**src/rtl/nd_2to1_pkg.sv**
```systemverilog
// Shared definitions for the 2-to-1 merge node: handshake levels, default widths,
// output-channel state encoding and the round-robin grant function.
package nd_2to1_pkg;

  localparam logic ON  = 1'b1;
  localparam logic OFF = 1'b0;

  localparam int ADDRESS_SIZE = 8;
  localparam int DATA_SIZE    = 8;

  typedef enum logic [1:0] {
    ST_IDLE,
    ST_BUSY,
    ST_DRAIN
  } out_state_e;

  // A lone non-empty FIFO always wins; the round-robin pointer only breaks ties.
  function automatic logic arb_grant(input logic ne0, input logic ne1, input logic rr);
    if (ne0 && ne1) return rr;
    return ne1;
  endfunction

endpackage

```
**src/rtl/nd_2to1_if.sv**
```systemverilog
// 4-phase req/ack message channel carrying a destination address and a data word.
interface nd_2to1_if
  import nd_2to1_pkg::*;
#(
  parameter int ASZ = ADDRESS_SIZE,
  parameter int DSZ = DATA_SIZE
);

  logic [ASZ-1:0] dst;
  logic [DSZ-1:0] dat;
  logic           req;
  logic           ack;

  modport master (output dst, output dat, output req, input ack);
  modport slave  (input dst, input dat, input req, output ack);

endinterface

```
**src/rtl/nd_fifo.sv**
```systemverilog
// Per-input message FIFO with a show-ahead read port. Full/empty come from the
// registered count, so a pop frees space only from the following cycle.
module nd_fifo
  import nd_2to1_pkg::*;
#(
  parameter int ASZ    = ADDRESS_SIZE,
  parameter int DSZ    = DATA_SIZE,
  parameter int FDEPTH = 4
) (
  input  logic           i_clk,
  input  logic           i_rst_n,
  input  logic           wr,
  input  logic [ASZ-1:0] wr_dst,
  input  logic [DSZ-1:0] wr_dat,
  input  logic           rd,
  output logic [ASZ-1:0] rd_dst,
  output logic [DSZ-1:0] rd_dat,
  output logic           full,
  output logic           empty
);

  localparam int PW = $clog2(FDEPTH);
  localparam logic [PW:0] CNT_FULL = (PW + 1)'(FDEPTH);

  logic [ASZ-1:0] mem_dst [FDEPTH];
  logic [DSZ-1:0] mem_dat [FDEPTH];
  logic [PW-1:0]  wptr;
  logic [PW-1:0]  rptr;
  logic [PW:0]    count;

  // Storage holds data only and is never reset.
  always_ff @(posedge i_clk) begin
    if (wr) begin
      mem_dst[wptr] <= wr_dst;
      mem_dat[wptr] <= wr_dat;
    end
  end

  always_ff @(posedge i_clk or negedge i_rst_n) begin
    if (!i_rst_n) begin
      wptr  <= '0;
      rptr  <= '0;
      count <= '0;
    end else begin
      if (wr) wptr <= wptr + 1'b1;
      if (rd) rptr <= rptr + 1'b1;
      unique case ({wr, rd})
        2'b10:   count <= count + 1'b1;
        2'b01:   count <= count - 1'b1;
        default: count <= count;
      endcase
    end
  end

  assign rd_dst = mem_dst[rptr];
  assign rd_dat = mem_dat[rptr];
  assign full   = (count == CNT_FULL);
  assign empty  = (count == '0);

endmodule

```
**src/rtl/nd_2to1.sv**
```systemverilog
// Two-input merge node: each input captures into its own FIFO, and a round-robin
// arbiter drains both FIFOs onto one 4-phase output channel.
module nd_2to1
  import nd_2to1_pkg::*;
#(
  parameter int ASZ    = ADDRESS_SIZE,
  parameter int DSZ    = DATA_SIZE,
  parameter int FDEPTH = 4
) (
  input  logic         i_clk,
  input  logic         i_rst_n,
  nd_2to1_if.slave     rcv0,
  nd_2to1_if.slave     rcv1,
  nd_2to1_if.master    snd0
);

  logic           wr0, wr1, rd0, rd1;
  logic           full0, full1, empty0, empty1;
  logic [ASZ-1:0] dst0, dst1;
  logic [DSZ-1:0] dat0, dat1;
  logic           grant, load, rr;
  out_state_e     state, state_nxt;

  assign wr0 = rcv0.req && !rcv0.ack && !full0;
  assign wr1 = rcv1.req && !rcv1.ack && !full1;

  always_ff @(posedge i_clk or negedge i_rst_n) begin
    if (!i_rst_n) begin
      rcv0.ack <= OFF;
    end else if (wr0) begin
      rcv0.ack <= ON;
    end else if (!rcv0.req && rcv0.ack) begin
      rcv0.ack <= OFF;
    end
  end

  always_ff @(posedge i_clk or negedge i_rst_n) begin
    if (!i_rst_n) begin
      rcv1.ack <= OFF;
    end else if (wr1) begin
      rcv1.ack <= ON;
    end else if (!rcv1.req && rcv1.ack) begin
      rcv1.ack <= OFF;
    end
  end

  nd_fifo #(.ASZ(ASZ), .DSZ(DSZ), .FDEPTH(FDEPTH)) u_fifo0 (
    .i_clk  (i_clk),
    .i_rst_n(i_rst_n),
    .wr     (wr0),
    .wr_dst (rcv0.dst),
    .wr_dat (rcv0.dat),
    .rd     (rd0),
    .rd_dst (dst0),
    .rd_dat (dat0),
    .full   (full0),
    .empty  (empty0)
  );

  nd_fifo #(.ASZ(ASZ), .DSZ(DSZ), .FDEPTH(FDEPTH)) u_fifo1 (
    .i_clk  (i_clk),
    .i_rst_n(i_rst_n),
    .wr     (wr1),
    .wr_dst (rcv1.dst),
    .wr_dat (rcv1.dat),
    .rd     (rd1),
    .rd_dst (dst1),
    .rd_dat (dat1),
    .full   (full1),
    .empty  (empty1)
  );

  assign grant = arb_grant(!empty0, !empty1, rr);
  assign rd0   = load && !grant;
  assign rd1   = load && grant;

  // A new message is only loaded once the peer has dropped ack from the last one.
  always_comb begin
    state_nxt = state;
    load      = 1'b0;
    unique case (state)
      ST_IDLE: begin
        if (!snd0.ack && (!empty0 || !empty1)) begin
          load      = 1'b1;
          state_nxt = ST_BUSY;
        end
      end
      ST_BUSY: begin
        if (snd0.ack) state_nxt = ST_DRAIN;
      end
      ST_DRAIN: begin
        if (!snd0.ack) state_nxt = ST_IDLE;
      end
      default: state_nxt = ST_IDLE;
    endcase
  end

  always_ff @(posedge i_clk or negedge i_rst_n) begin
    if (!i_rst_n) begin
      state    <= ST_IDLE;
      rr       <= 1'b0;
      snd0.req <= OFF;
      snd0.dst <= '0;
      snd0.dat <= '0;
    end else begin
      state    <= state_nxt;
      snd0.req <= (state_nxt == ST_BUSY) ? ON : OFF;
      if (load) begin
        snd0.dst <= grant ? dst1 : dst0;
        snd0.dat <= grant ? dat1 : dat0;
        rr       <= ~grant;
      end
    end
  end

endmodule

```
**src/flat_wrapper.sv**
```systemverilog
// flat-port wrapper written by rule: the top's interface ports become plain ports
module nd_2to1_flat import nd_2to1_pkg::*;
#(
  parameter int ASZ    = ADDRESS_SIZE,
  parameter int DSZ    = DATA_SIZE,
  parameter int FDEPTH = 4
)
  (i_clk, i_rst_n, rcv0_dst, rcv0_dat, rcv0_req, rcv0_ack, rcv1_dst, rcv1_dat, rcv1_req, rcv1_ack, snd0_dst, snd0_dat, snd0_req, snd0_ack);
  nd_2to1_if #(.ASZ(ASZ), .DSZ(DSZ)) rcv0_i ();
  nd_2to1_if #(.ASZ(ASZ), .DSZ(DSZ)) rcv1_i ();
  nd_2to1_if #(.ASZ(ASZ), .DSZ(DSZ)) snd0_i ();
  input  logic i_clk;
  input  logic i_rst_n;
  input wire logic [$bits(rcv0_i.dst)-1:0] rcv0_dst;
  input wire logic [$bits(rcv0_i.dat)-1:0] rcv0_dat;
  input wire logic [$bits(rcv0_i.req)-1:0] rcv0_req;
  output wire logic [$bits(rcv0_i.ack)-1:0] rcv0_ack;
  input wire logic [$bits(rcv1_i.dst)-1:0] rcv1_dst;
  input wire logic [$bits(rcv1_i.dat)-1:0] rcv1_dat;
  input wire logic [$bits(rcv1_i.req)-1:0] rcv1_req;
  output wire logic [$bits(rcv1_i.ack)-1:0] rcv1_ack;
  output wire logic [$bits(snd0_i.dst)-1:0] snd0_dst;
  output wire logic [$bits(snd0_i.dat)-1:0] snd0_dat;
  output wire logic [$bits(snd0_i.req)-1:0] snd0_req;
  input wire logic [$bits(snd0_i.ack)-1:0] snd0_ack;
  assign rcv0_i.dst = rcv0_dst;
  assign rcv0_i.dat = rcv0_dat;
  assign rcv0_i.req = rcv0_req;
  assign rcv0_ack = rcv0_i.ack;
  assign rcv1_i.dst = rcv1_dst;
  assign rcv1_i.dat = rcv1_dat;
  assign rcv1_i.req = rcv1_req;
  assign rcv1_ack = rcv1_i.ack;
  assign snd0_dst = snd0_i.dst;
  assign snd0_dat = snd0_i.dat;
  assign snd0_req = snd0_i.req;
  assign snd0_i.ack = snd0_ack;
  nd_2to1 #(.ASZ(ASZ), .DSZ(DSZ), .FDEPTH(FDEPTH)) u_core (.i_clk(i_clk), .i_rst_n(i_rst_n), .rcv0(rcv0_i), .rcv1(rcv1_i), .snd0(snd0_i));
endmodule
```
**config.mk**
```make
export PLATFORM = sky130hd
export DESIGN_NAME = nd_2to1_flat
export DESIGN_NICKNAME = d
export VERILOG_FILES = /design/src/rtl/nd_2to1_pkg.sv /design/src/rtl/nd_2to1_if.sv /design/src/rtl/nd_fifo.sv /design/src/rtl/nd_2to1.sv /design/src/flat_wrapper.sv
export SDC_FILE = /design/constraint.sdc
export NUM_CORES = 1
export LEC_CHECK = 0
export CORE_MARGIN = 10
export CORE_UTILIZATION = 59
export CTS_BUF_LIST = sky130_fd_sc_hd__clkbuf_4
export DETAILED_ROUTE_END_ITERATION = 7
export PLACE_DENSITY_LB_ADDON = 0.05
export RECOVER_POWER = 100
export SLEW_MARGIN = 0
export SYNTH_ARGS = -nofsm -noshare
export SYNTH_HDL_FRONTEND = slang
export SYNTH_SLANG_ARGS = --single-unit
```
**constraint.sdc**
```tcl
create_clock -name i_clk -period 3.34 [get_ports i_clk]
set_clock_uncertainty 0.15 [all_clocks]
set_input_delay 0.334 -clock i_clk [delete_from_list [all_inputs] [get_ports i_clk]]
set_output_delay 0.334 -clock i_clk [all_outputs]
set_load 0.02 [all_outputs]
```
==> reports/qor.txt <==
Post-Syn Area: 6480 µm²
Final setup viols: 0
CTS buffer count: 17
IO Count: 56
Max stage delay on crit path: 1090 ps
Core area: 10790 µm²
Share of cells above drive strength 1: 15.54%
First-pass GRT wire length: 19130 µm
WP buf/inv: 0
DP HPWL: 7795 µm
Fin cells: 539
Worst-path fanout max: 20
Final Max Tran Viols: 37
Port buffer count: 55
Fraction of registers with async set/reset: 21.95%
Detail Route met3 WL: 652 µm
Avg Cell Area, Syn: 20.51 µm²
Slew HR: -34.88%
Met2 wire length: 5981 µm
# diodes: 0
Synth Instances: 316
Die area: 15580 µm²
Reg clk slew, reported paths: 120 ps
Sequential share of the synthesized area: 73.22%
Status: finished with violations
Initial core utilization: 60.04%
Worst Hold Class: in2reg
DR vias: 3167
Fmax: 0.3720 GHz
Crit path required time: 3670 ps
Crit path max-delay family: compound AO/OA/AOI/OAI gates
Cts hold-fix bufs: 1
Clock period minus final worst setup slack: 2688 ps
Clock Tree Buf Depth: 2
Remaining global-route overflow: 0
Post-CTS setup buffers: 0
Iteration-0 DRC Markers: 164
Least-Margin Pin Slew: 2023 ps
Clk Latency, worst-skew pair: 540 ps
Cells along the critical path: or3_1, o21ai_1, a221o_1
Setup TNS: 0 ps
Via density: 5.876
Top cell type by total area after synthesis: edfxtp_1
Clock root buffer: clkbuf_4
Antenna-violating nets left: 0
Fin. Hold Viols: 0
P per Cell Area: 796.4 nW/µm²
GRT Total Usage: 15.93%
Layout Nets: 435
Post-CTS sizing: 0
Synth Flop Type: edfxtp_1
Worst setup EP type: register
Syn nets: 365
Crit path DAT: 3010 ps
Maxcap violations: 1
CP startpoint kind: register
Die H: 124.8 µm
First-pass DRT Iterations: 4
Most frequent cells in the layout: edfxtp_1, dlygate4sd3_1, dfrtp_1
Yosys reg bits: 164
Leakage: 2.678 nW
DR top layer: met4
Drt wl/cell: 21.96 µm
Largest net degree at the start of global routing: 37
Most common cell after layout, fill and taps aside: edfxtp_1
Unrepaired setup endpoints after global routing: false
Met1 WL: 5053 µm
Yosys warns: 0
Top cells by area, synth: edfxtp_1, dfrtp_1, mux4_2, mux4_1, a221o_1
Failing checks: max-capacitance violations, max-slew violations
Row count: 38
Maximum vdd drop: 499.4 µV
Die X: 124.8 µm
Initial antenna violation count: 0
TritonCTS Sinks: 164
Overall power: 5.988 mW
Residual DRC: 0
Overall routed net length: 11840 µm
Fin crit share: 80.48%
CTS tree: done
Placed cell count: 506
Yosys top cell area share: 59.32%
Area growth syn-to-layout: 16.03%
Kind of critical path: reg2reg
Slowest stage cell, crit path: o21ai_1
Yosys cell types: 34
Number of synthesized flops with an enable pin: 128
H-Tree Level Count: 4
GP Congestion: 0.7546
Vias in the first global route: 3473
synthesized netlist by cell type (3+ instances only):
master,count
edfxtp_1,128
dfrtp_1,36
mux4_2,24
a221o_1,16
and4_1,16
ha_1,10
inv_1,10
and2_1,9
mux4_1,8
clkbuf_1,7
xnor2_1,7
buf_2,6
xor2_1,6
nor3_1,5
mux2_2,3
registers in the layout, summed over array words and instances, names as in the netlist:
register	count
u_core.rcv0.ack	1
u_core.u_fifo1.rptr	2
u_core.u_fifo0.mem_dat	32
u_core.u_fifo1.wptr	2
u_core.u_fifo1.count	3
u_core.u_fifo0.mem_dst	32
u_core.rcv1.ack	1
u_core.u_fifo0.count	3
u_core.u_fifo0.wptr	2
u_core.u_fifo0.rptr	2
u_core.snd0.req	1
u_core.state	2
u_core.snd0.dst	8
u_core.u_fifo1.mem_dat	32
u_core.rr	1
u_core.u_fifo1.mem_dst	32
u_core.snd0.dat	8
report_power, final:
part	internal, mW	leakage [nW]	switching [mW]
Combinational	0.852	0.894	0.821
Clock	0.738	0.187	0.650
Sequential	2.60	1.60	0.324
metal layers:
layer	vias to the layer above	global-route usage [%]
met1	1631	20.42
met3	13	4.638
met5	-	0
met4	0	6.169
li1	1437	-
met2	86	25.09
layout make-up:
type	instances	area, µm²
flip-flops and latches	164	4745
clock inverters	15	235.2
repair buffers	69	614.3
fillers	682	3274
clock buffers	17	127.6
well taps	140	175.2
inverters	10	37.54
multi-input cells	124	1584
logic make-up (layout without fill, tap and decap cells):
logic type / Yosys count / count (layout) / share of synthesized area (%)
xor gates and xnor gates: 13 / 13 / 1.757
buffers and inverters: 28 / 111 / 2.279
and+or+nand+nor: 40 / 40 / 4.538
DFF: 164 / 164 / 73.22
muxes: 36 / 36 / 12.26
AOI/OAI and AO/OA: 23 / 23 / 3.398
adders and majority gates: 12 / 12 / 2.549
through the flow:
step                hold slack [ps]  util, %  instance area (µm²)  setup WS, ps
floorplan                    -111.6        -                 6480         829.6
global placement              321.6    66.60                 7188         779.6
detailed placement            339.9    66.60                 7188         737.4
CTS                           145.9    70.06                 7561         733.4
global route                  164.5    69.66                 7518         444.7
finish                        196.9    69.66                 7518         652.0
worst paths after layout:
check                                         from                       to  slack (ps)  depth (start not counted)
min in group asynchronous                  i_rst_n  u_core.u_fifo1.count[1]         750                          2
max                        u_core.u_fifo0.count[0]       u_core.snd0.dst[7]         650                          3
min reg2reg                u_core.u_fifo0.count[2]  u_core.u_fifo0.count[2]         370                          1
max in group asynchronous                  i_rst_n   u_core.u_fifo0.rptr[1]        1130                          2
min                                       rcv1_req          u_core.rcv1.ack         200                          2
max reg2reg                u_core.u_fifo0.count[0]       u_core.snd0.dst[7]         650                          3
No activity file was read; power rests on OpenSTA's default activity.
==> RTL edit: new RTL, same flow settings <==
`FDEPTH` is set to 4 in 3 places; all go to 2.
--- a/src/rtl/nd_fifo.sv
+++ b/src/rtl/nd_fifo.sv
@@ -6,5 +6,5 @@
   parameter int ASZ    = ADDRESS_SIZE,
   parameter int DSZ    = DATA_SIZE,
-  parameter int FDEPTH = 4
+  parameter int FDEPTH = 2
 ) (
   input  logic           i_clk,
--- a/src/rtl/nd_2to1.sv
+++ b/src/rtl/nd_2to1.sv
@@ -6,5 +6,5 @@
   parameter int ASZ    = ADDRESS_SIZE,
   parameter int DSZ    = DATA_SIZE,
-  parameter int FDEPTH = 4
+  parameter int FDEPTH = 2
 ) (
   input  logic         i_clk,
--- a/src/flat_wrapper.sv
+++ b/src/flat_wrapper.sv
@@ -4,5 +4,5 @@
   parameter int ASZ    = ADDRESS_SIZE,
   parameter int DSZ    = DATA_SIZE,
-  parameter int FDEPTH = 4
+  parameter int FDEPTH = 2
 )
   (i_clk, i_rst_n, rcv0_dst, rcv0_dat, rcv0_req, rcv0_ack, rcv1_dst, rcv1_dat, rcv1_req, rcv1_ack, snd0_dst, snd0_dat, snd0_req, snd0_ack);
Function: changed (Yosys sat finds a counterexample within 10 cycles, from zero or initial values and one cycle with i_rst_n low).
==> RTL edit against the unedited design <==
The flow still finishes with violations (max-capacitance violations, max-slew violations). Via count down 33%. Count of clock-buffer cells in the layout shrank 6. Worst setup slack better by 0.045 ns. Critical path type unchanged. Power down 38%. Sequential cell count down 70. Synthesized area decreased by 43%. Maximum frequency grew 1.7%. Combinational power down 32%. Highest routed layer unchanged. Final area is 40% lower. Global-route usage decreased by 1.1 points. Routed wire length shrank 41%.
==> RTL edit: results (changes against the unedited design) <==
Clock-cell share of area = 0.04248 (-0.005779)
Syn_area_per_cell = 16.04 sq um (-22%)
Largest net degree at the start of global routing = 31 (-16%)
WL/cell = 18.83 um (-14%)
Final-layout non-clock buffer area share = 0.1330 (+0.05132)
Drt total wl = 6966 um (-41%)
Synth Area in Compound Gates = 0.06985 (+0.03586)
P_comb = 1.13 mW (-32%)
Most instantiated cells after synthesis = edfxtp_1 (64), dfrtp_1 (30)
Count of flip-flops and latches = 94 (-43%)
Synth Area in XOR/XNOR = 0.02624 (+0.008664)
DRT iter0 DRCs = 87 (-47%)
H-Tree Depth = 3 (-1)
Max-slew violations = 31 (-16%)
Plain + repair buffers = 64 (-7.2%)
Violated checks = max-capacitance violations, max-slew violations
Fraction of area in registers = 0.5970 (-0.03407)
Post-layout nets = 329 (-24%)
Multiplexer share of the synthesized area = 0.09267 (-0.02994)
Main area contributors after synthesis = edfxtp_1 (52%), dfrtp_1 (20%), mux2_2 (4.9%)
DR vias = 2,135 (-33%)
Worst path arrival time = 2.86 ns (-0.15 ns)
Adder-Cell Fraction of Synth Area = 0.006814 (-0.01867)
Max-cap check violation count = 1 (unchanged)
Multi-input logic area = 909.6 sq um (-43%)
Area after DPL = 4314 sq um (-40%)
Vias in the first global route = 2,275 (-34%)
Post-synth EDFFs = 64 (-50%)
Slew @ Worst Pin = 1.546 ns (-0.4774 ns)
Inst Count DP = 354 (-30%)
Register area share after synthesis = 0.7278 (-0.004419)
Clock Latency Late Sink = 0.43 ns (-0.11 ns)
Leak pwr = 1.647 nW (-38%)
Share of cells above drive strength 1 = 0.1220 (-0.03335)
Gp weighted congestion = 0.7502 (-0.58%)
Seq pwr = 1.80 mW (-39%)
Status = complete, but fails checks
Multi-In Gates = 117 (-5.6%)
Pwr Density = 824.6 nW/um^2 (+3.5%)
RTL edit: cell types whose count changed in the layout (fill, tap and decap cells not counted), moves of 15 or more:
cell      change
and4_1       -16
edfxtp_1     -64
o211ai_1     +16
a221o_1      -16
mux2i_1      +15
nand4_1      +15
o21ai_0      +16
mux4_2       -24
RTL edit: per-layer routing:
| metal | vias to the layer above | wire length [um] | track usage |
|---|---|---|---|
| met2 | 77 | 3621 | 0.2450 |
| met1 | 1042 | 2681 | 0.1698 |
| met5 | - | 0 | 0 |
| met4 | 0 | 108 | 0.05292 |
| met3 | 12 | 555 | 0.05796 |
| li1 | 1004 | - | - |
RTL edit: critical path: stages (launching register included):
cell      delay, ns
dfrtp_1        0.45
nor4_2         0.27
clkbuf_1       0.63
a211o_1        0.19
buf_4          0.23
inv_1          0.07
ha_1           0.31
nor2_1         0.13
xor2_1         0.15
RTL edit: path summary, 6_finish.rpt:
path / from / endpoint / slack [ns] / cells past startpoint
max: u_core.u_fifo0.count[1]$_DFFE_PN0P_ / u_core.u_fifo0.count[1]$_DFFE_PN0P_ / 0.70 / 8
min: rcv1_req / u_core.rcv1.ack$_DFFE_PN0P_ / 0.30 / 2
max reg2reg: u_core.u_fifo0.count[1]$_DFFE_PN0P_ / u_core.u_fifo0.count[1]$_DFFE_PN0P_ / 0.70 / 8
min reg2reg: u_core.rcv1.ack$_DFFE_PN0P_ / u_core.rcv1.ack$_DFFE_PN0P_ / 0.37 / 1
max in group asynchronous: i_rst_n / u_core.snd0.dat[6]$_DFFE_PN0P_ / 1.48 / 2
min in group asynchronous: i_rst_n / u_core.u_fifo1.count[1]$_DFFE_PN0P_ / 0.65 / 2
